**src/rtl/control_signals_pkg.sv**
```systemverilog
// Shared control encodings for the ALU / status-register datapath:
// flag update sources, ALU carry-in selects, P bit indices and reset value.
package control_signals;

    typedef enum logic [1:0] {
        FLAG_HOLD = 2'd0,
        FLAG_ALU  = 2'd1,
        FLAG_BUS  = 2'd2,
        FLAG_BIT  = 2'd3
    } flag_src_t;

    typedef enum logic [1:0] {
        CARRY_ZERO = 2'd0,
        CARRY_ONE  = 2'd1,
        CARRY_P    = 2'd2
    } carry_sel_t;

    localparam int FLAG_C = 0;
    localparam int FLAG_Z = 1;
    localparam int FLAG_I = 2;
    localparam int FLAG_D = 3;
    localparam int FLAG_B = 4;
    localparam int FLAG_U = 5;
    localparam int FLAG_V = 6;
    localparam int FLAG_N = 7;

    localparam logic [7:0] P_RESET_DEFAULT = 8'h24;

    // Only six bits of P have storage; B and the unused bit are synthesised on read.
    typedef struct packed {
        logic n;
        logic v;
        logic d;
        logic i;
        logic z;
        logic c;
    } pflags_t;

endpackage

```
**src/rtl/status_register.sv**
```systemverilog
// ALU result hold register and 6502 processor status register P.
// Optional macro STATUS_CMOS_DECIMAL_CLEAR_EN: interrupt entry also clears D.
module status_register
    import control_signals::*;
#(
    parameter logic [7:0] P_RESET = P_RESET_DEFAULT
) (
    input  logic       clk,
    input  logic       rst_n,
    input  logic [7:0] alu_out,
    input  logic       alu_carry,
    input  logic       alu_zero,
    input  logic       alu_negative,
    input  logic       alu_overflow,
    input  logic [7:0] data_bus_in,
    input  logic       hold_load,
    input  flag_src_t  flag_src,
    input  logic [7:0] flag_mask,
    input  logic [7:0] set_mask,
    input  logic [7:0] clear_mask,
    input  logic       irq_entry,
    input  logic       push_brk,
    input  carry_sel_t carry_sel,
    output logic [7:0] hold_out,
    output logic [7:0] p_out,
    output logic [7:0] p_push,
    output logic       carry_to_alu,
    output logic       decimal_mode,
    output logic       irq_disable
);

    pflags_t    p_q, p_d;
    logic [7:0] hold_q, hold_d;

    // Bits 5:4 of the masks and bus have no storage behind them.
    logic unused_bits;
    assign unused_bits = ^{flag_mask[5:2], data_bus_in[5:4],
                           set_mask[5:4], clear_mask[5:4]};

    // Next-state: source select, then clear, then set, then interrupt entry.
    always_comb begin
        p_d    = p_q;
        hold_d = hold_load ? alu_out : hold_q;

        case (flag_src)
            FLAG_ALU: begin
                if (flag_mask[FLAG_C]) p_d.c = alu_carry;
                if (flag_mask[FLAG_Z]) p_d.z = alu_zero;
                if (flag_mask[FLAG_V]) p_d.v = alu_overflow;
                if (flag_mask[FLAG_N]) p_d.n = alu_negative;
            end
            FLAG_BUS: begin
                p_d.n = data_bus_in[FLAG_N];
                p_d.v = data_bus_in[FLAG_V];
                p_d.d = data_bus_in[FLAG_D];
                p_d.i = data_bus_in[FLAG_I];
                p_d.z = data_bus_in[FLAG_Z];
                p_d.c = data_bus_in[FLAG_C];
            end
            FLAG_BIT: begin
                p_d.n = data_bus_in[FLAG_N];
                p_d.v = data_bus_in[FLAG_V];
                p_d.z = alu_zero;
            end
            default: p_d = p_q;
        endcase

        if (clear_mask[FLAG_N]) p_d.n = 1'b0;
        if (clear_mask[FLAG_V]) p_d.v = 1'b0;
        if (clear_mask[FLAG_D]) p_d.d = 1'b0;
        if (clear_mask[FLAG_I]) p_d.i = 1'b0;
        if (clear_mask[FLAG_Z]) p_d.z = 1'b0;
        if (clear_mask[FLAG_C]) p_d.c = 1'b0;

        if (set_mask[FLAG_N]) p_d.n = 1'b1;
        if (set_mask[FLAG_V]) p_d.v = 1'b1;
        if (set_mask[FLAG_D]) p_d.d = 1'b1;
        if (set_mask[FLAG_I]) p_d.i = 1'b1;
        if (set_mask[FLAG_Z]) p_d.z = 1'b1;
        if (set_mask[FLAG_C]) p_d.c = 1'b1;

        if (irq_entry) begin
            p_d.i = 1'b1;
`ifdef STATUS_CMOS_DECIMAL_CLEAR_EN
            p_d.d = 1'b0;
`endif
        end
    end

    // Register P and the hold value; reset aborts any pending update.
    always_ff @(posedge clk or negedge rst_n) begin
        if (!rst_n) begin
            p_q.n  <= P_RESET[FLAG_N];
            p_q.v  <= P_RESET[FLAG_V];
            p_q.d  <= P_RESET[FLAG_D];
            p_q.i  <= P_RESET[FLAG_I];
            p_q.z  <= P_RESET[FLAG_Z];
            p_q.c  <= P_RESET[FLAG_C];
            hold_q <= 8'h00;
        end else begin
            p_q    <= p_d;
            hold_q <= hold_d;
        end
    end

    // Carry-in uses the pre-update C so read-modify-write ops see the old value.
    always_comb begin
        case (carry_sel)
            CARRY_ONE: carry_to_alu = 1'b1;
            CARRY_P:   carry_to_alu = p_q.c;
            default:   carry_to_alu = 1'b0;
        endcase
    end

    assign hold_out     = hold_q;
    assign p_out        = {p_q.n, p_q.v, 1'b1, 1'b0, p_q.d, p_q.i, p_q.z, p_q.c};
    assign p_push       = {p_q.n, p_q.v, 1'b1, push_brk, p_q.d, p_q.i, p_q.z, p_q.c};
    assign decimal_mode = p_q.d;
    assign irq_disable  = p_q.i;

endmodule
```
**config.mk**
```make
export PLATFORM = sky130hd
export DESIGN_NAME = status_register
export DESIGN_NICKNAME = d
export VERILOG_FILES = /design/src/rtl/control_signals_pkg.sv /design/src/rtl/status_register.sv
export SDC_FILE = /design/constraint.sdc
export NUM_CORES = 1
export LEC_CHECK = 0
export CORE_UTILIZATION = 33
export CTS_CLUSTER_SIZE = 24
export DETAILED_ROUTE_END_ITERATION = 8
export PLACE_DENSITY = 0.85
export SLEW_MARGIN = 20
export SYNTH_ARGS = -nofsm -noshare
export SYNTH_HDL_FRONTEND = slang
export SYNTH_SLANG_ARGS = --single-unit
```
**constraint.sdc**
```tcl
create_clock -name clk -period 1.5 [get_ports clk]
set_input_delay 0.3 -clock clk [delete_from_list [all_inputs] [get_ports clk]]
set_output_delay 0.3 -clock clk [all_outputs]
set_load 0.02 [all_outputs]
```
# After elaboration in Yosys (flattened, before gate mapping)
# Cells that the tools add are included.
[word_totals]
out_inout_bits = 27
n_memories = 0
in_bits = 53
mem_bits_rw = 0
romBits = 0
latchBits = 0
elab_cells = 49
reg_bits = 14
[op_classes]
n_shift = 0
n_reduce_logical = 11
muxes = 22
order_cmp = 0
div = 0
add_sub_neg = 0
n_eq_ne = 9
n_mul = 0
bitwise = 0
[ops]
columns = ["operator", "count"]
rows = [
  ["2-to-1 mux 1 bit", 17],
  ["!= test 4 bit, second input constant", 4],
  ["nonzero test 4 bit", 4],
  ["AND reduction 2 bit", 4],
  ["equality test 2 bit, second input constant", 3],
  ["nonzero test 5 bit", 1],
  ["equality test 2 x 1 -> 1 bit, second input constant", 2],
  ["one-hot mux 1 bit (2 select lines)", 2],
  ["one-hot mux 2 bit (2 select lines)", 1],
  ["one-hot mux 1 bit (3 select lines)", 1],
  ["nonzero test 3 bit", 1],
  ["2-to-1 mux 2 bit", 1],
  ["OR reduction 2 bit", 1],
]

# Logic depth before layout (Yosys ltp)
[depth]
word_depth = 5
depth_mapped = 6
mapped_depth_nobuf = 5

# Least setup slack after synthesis
# Ideal clock, no wire load.
[synth_timing]
kind = "input -> register"
from = "in flag_src[0]"
to = "reg p_q (netlist bit p_out[0])"
arrival_ps = 1241
t_required_ps = 1433
n_path_buf = 1
stages = 6
setup_ps = 67
slack_ps = 191
cell_sequence = "inv_1 > ha_1 > buf_6 > mux2i_1 > a2111oi_1 > a311o_1"
[synth_via]
elab_chain_cells = 4
[synth_rtl]
columns = ["item", "line", "rtl"]
rows = [
  ["from (decl)", "status_register.sv:17", "input flag_src_t flag_src,"],
  ["equality test 2 bit / equality test 2 x 1 -> 1 bit (equally long branches)", "status_register.sv:45", "case (flag_src)"],
  ["one-hot mux 1 bit (2 select lines)", "status_register.sv:45", ""],
  ["2-to-1 mux 1 bit", "status_register.sv:73", "if (clear_mask[FLAG_C]) p_d.c = 1'b0;"],
  ["2-to-1 mux 1 bit", "status_register.sv:80", "if (set_mask[FLAG_C]) p_d.c = 1'b1;"],
  ["to (signal assigned)", "status_register.sv:101", "p_q <= p_d;"],
  ["to (decl)", "status_register.sv:32", "pflags_t p_q, p_d;"],
]
# Parallel ways exist; a longest one is shown, timed or not.
# A chain may end at the register's enable or synchronous reset.

# Final worst setup path
[layout_timing]
from = "in carry_sel[0]"
to = "out carry_to_alu"
[layout_via]
elab_chain_cells = 2
[layout_rtl]
columns = ["item", "line", "rtl"]
rows = [
  ["from (decl)", "status_register.sv:23", "input carry_sel_t carry_sel,"],
  ["equality test 2 bit / equality test 2 x 1 -> 1 bit (equally long branches)", "status_register.sv:108", "case (carry_sel)"],
  ["one-hot mux 1 bit (2 select lines) *", "status_register.sv:108", ""],
  ["to (decl)", "status_register.sv:27", "output logic carry_to_alu,"],
]
# Every way passes the cells marked *; elsewhere a longest branch is shown, timed or not.

==> impl_metrics.json <==
{
  "crit_type": "input pin to output port",
  "ant_nets": 0,
  "report.final.slew_viol_count": 0,
  "setup_slack_ns": 0.123,
  "syn_inst": 83,
  "grt_pass1_vias": 871,
  "core-area_mm2": 0.00252,
  "initial_core_util": 0.353,
  "crit_arrival_ns": 1.08,
  "drc": 0,
  "rrSetupSlack_ns": 0.50,
  "yosysTopAreaCell": "dfrtp_1",
  "hp-class": "input pin to async pin",
  "synth.area.top_cells": "dfrtp_1 37%, buf_4 10%, mux2_2 10%",
  "die_height_um": 53.9,
  "synth_compound_area_frac": 0.120,
  "antenna_cells": 0,
  "post-route-period-util": 0.918,
  "wl_um": 2260,
  "area_growth_pct": 72.4,
  "synth_cell_types": 24,
  "first_pass_iters": 4,
  "synthAdderAreaFrac": 0.0844,
  "path_max_fanout": 2,
  "cts_tree": "yes",
  "required_ns": 1.20,
  "num_vias": 841,
  "wl_per_cell_um": 13.0,
  "grt.overflow.total": 0,
  "cts_hold_buf": 0,
  "grt_pass1_wl_um": 3510,
  "ys_seq_area_frac": 0.395,
  "row_count": 18,
  "fin_crit_ns": 1.38,
  "grt_setup_unrepaired": "false",
  "reg2reg_to": "p_out[7]",
  "cts_setup_buffers": 0,
  "drive_above_1_share": 0.201,
  "numClockSinks": 14,
  "startpoint_type": "input pin",
  "synth_top_area_share": 0.366,
  "ys_warn_count": 0,
  "io_pins": 80,
  "setup_viol": 0,
  "track_usage": 0.175,
  "worstSkewPairLatency_ns": 0.28,
  "path_clk_slew_ns": 0.09,
  "via_per_inst": 4.83,
  "gpl.final_weighted_congestion": 0.703,
  "syn-cell-area_um2": 890,
  "port-buffer-count": 64,
  "muxShareOfSynthArea": 0.169,
  "synthFlopType": "dfrtp_1",
  "cts-buffers-inserted": 3,
  "synthXorXnorAreaFrac": 0,
  "dp_slack_ns": -0.620,
  "r2r_cells": 3,
  "synth_top_family_by_area": "multiplexers",
  "p_per_area_mw_per_mm2": 720,
  "final_hold_viol_count": 0,
  "finalNetCount": 204,
  "die_w_um": 53.9,
  "grt_max_degree": 15,
  "max_cap_violations": 0,
  "clock_skew_ns": 0,
  "drt-initial-drc-count": 6,
  "async_reset_ff_frac": 1.00,
  "dpl.hpwl_um": 1830,
  "syn_avg_cell_area_um2": 10.7,
  "status": "finished clean",
  "cts-root-buf": "clkbuf_4",
  "ctsHtreeMaxLevel": 1,
  "p_leak_nw": 0.701,
  "grt_antenna_before_repair": 0,
  "floorplan.die_area_mm2": 0.00291,
  "ys_ff_latch": 14,
  "final_util": 0.608,
  "clockBufferDepth": 2,
  "fmax_mhz": 726,
  "synth_edf_count": 0,
  "timing.rr.start": "p_out[7]",
  "ir_drop_mv": 0.508,
  "yosys.area_share.simple": 0.0591,
  "cp-end-kind": "output port"
}
[report_power, final]
part	switching (W)	leakage, nW	internal (W)
clock	0.000128	0.0210	0.000148
sequential	0.0000231	0.159	0.000414
combinational	0.000179	0.521	0.000213
[placed cells by master (no fill, tap or decap), types with 2 or more instances in the layout]
master | Yosys | final
clkbuf_4 | 0 | 3
inv_1 | 11 | 11
conb_1 | 2 | 3
a311o_1 | 2 | 2
ha_1 | 6 | 3
mux2_2 | 8 | 8
clkdlybuf4s50_1 | 0 | 37
o41ai_1 | 2 | 2
clkbuf_2 | 0 | 3
nor4bb_1 | 2 | 2
a21o_1 | 2 | 2
dlygate4sd2_1 | 0 | 23
dfrtp_1 | 13 | 13
mux2i_1 | 6 | 6
buf_4 | 12 | 6
a311oi_1 | 2 | 2
nor2_1 | 4 | 4
ha_2 | 0 | 2
[synthesized netlist by cell type, types with 2 or more instances]
library cell  instances
nor4bb_1              2
dfrtp_1              13
nor2_1                4
a21o_1                2
mux2_2                8
o41ai_1               2
ha_1                  6
a311oi_1              2
mux2i_1               6
buf_4                12
conb_1                2
inv_1                11
a311o_1               2
[layer usage]
metal	wire length, um	vias up	track usage
met5	0	-	0
met4	40	0	0.0921
met3	194	5	0.0508
met2	1220	39	0.325
met1	811	402	0.171
li1	-	395	-
[per-stage QoR]
stage                     TNS [ns]  hold slack, ns  total power, W  instances  instance area, um^2
final                            0           0.311         0.00110        174                 1530
after CTS                        0           0.317         0.00111        174                 1550
after detailed placement     -2.76           0.497        0.000869        170                 1510
after floorplan                  0         0.00441        0.000645         84                  893
after global routing             0           0.331         0.00116        174                 1530
after global placement       -2.46           0.490        0.000859        170                 1510
[final cells by class]
type	instances	area (um^2)
clock buffers	4	36.3
fillers	229	988
inverters	11	41.3
multi-input cells	45	424
flip-flops and latches	14	352
well taps	30	37.5
repair buffers	70	643
[critical path, cell delays in order]
cell and delay, ns:
dlygate4sd2_1 0.22, inv_1 0.05, ha_1 0.28, nor2_1 0.09, buf_4 0.14
[what timing repair did]
action / in CTS / in global routing
endpoints found under the setup margin: 27 / 3
pin swaps: 3 / 0
cloned: 0 / 0
gates resized for setup: 39 / 6
[how the worst max path moves through the flow]
| stage | startpoint | end |
|---|---|---|
| floorplan | flag_src[0] | p_out[0] |
| finish | carry_sel[0] | carry_to_alu |
| global route | flag_src[1] | p_out[7] |
| detailed placement | carry_sel[0] | carry_to_alu |
| CTS | irq_disable | p_out[2] |
| global placement | carry_sel[0] | carry_to_alu |
[logic make-up (layout without fill, tap and decap cells)]
logic type / count (synthesis) / after routing
buffers and inverters: 25 / 85
multiplexers: 14 / 14
flip-flops: 14 / 14
AO/OA/AOI/OAI: 13 / 13
AND/OR/NAND/NOR: 9 / 9
adder cells (fa/ha/maj): 6 / 6
other: 2 / 3
[state kept, by name (all words and copies together) (netlist names)]
signal / cells
irq_disable: 1
decimal_mode: 1
hold_out: 8
p_out: 4
Power figures use the tool's default switching activity.
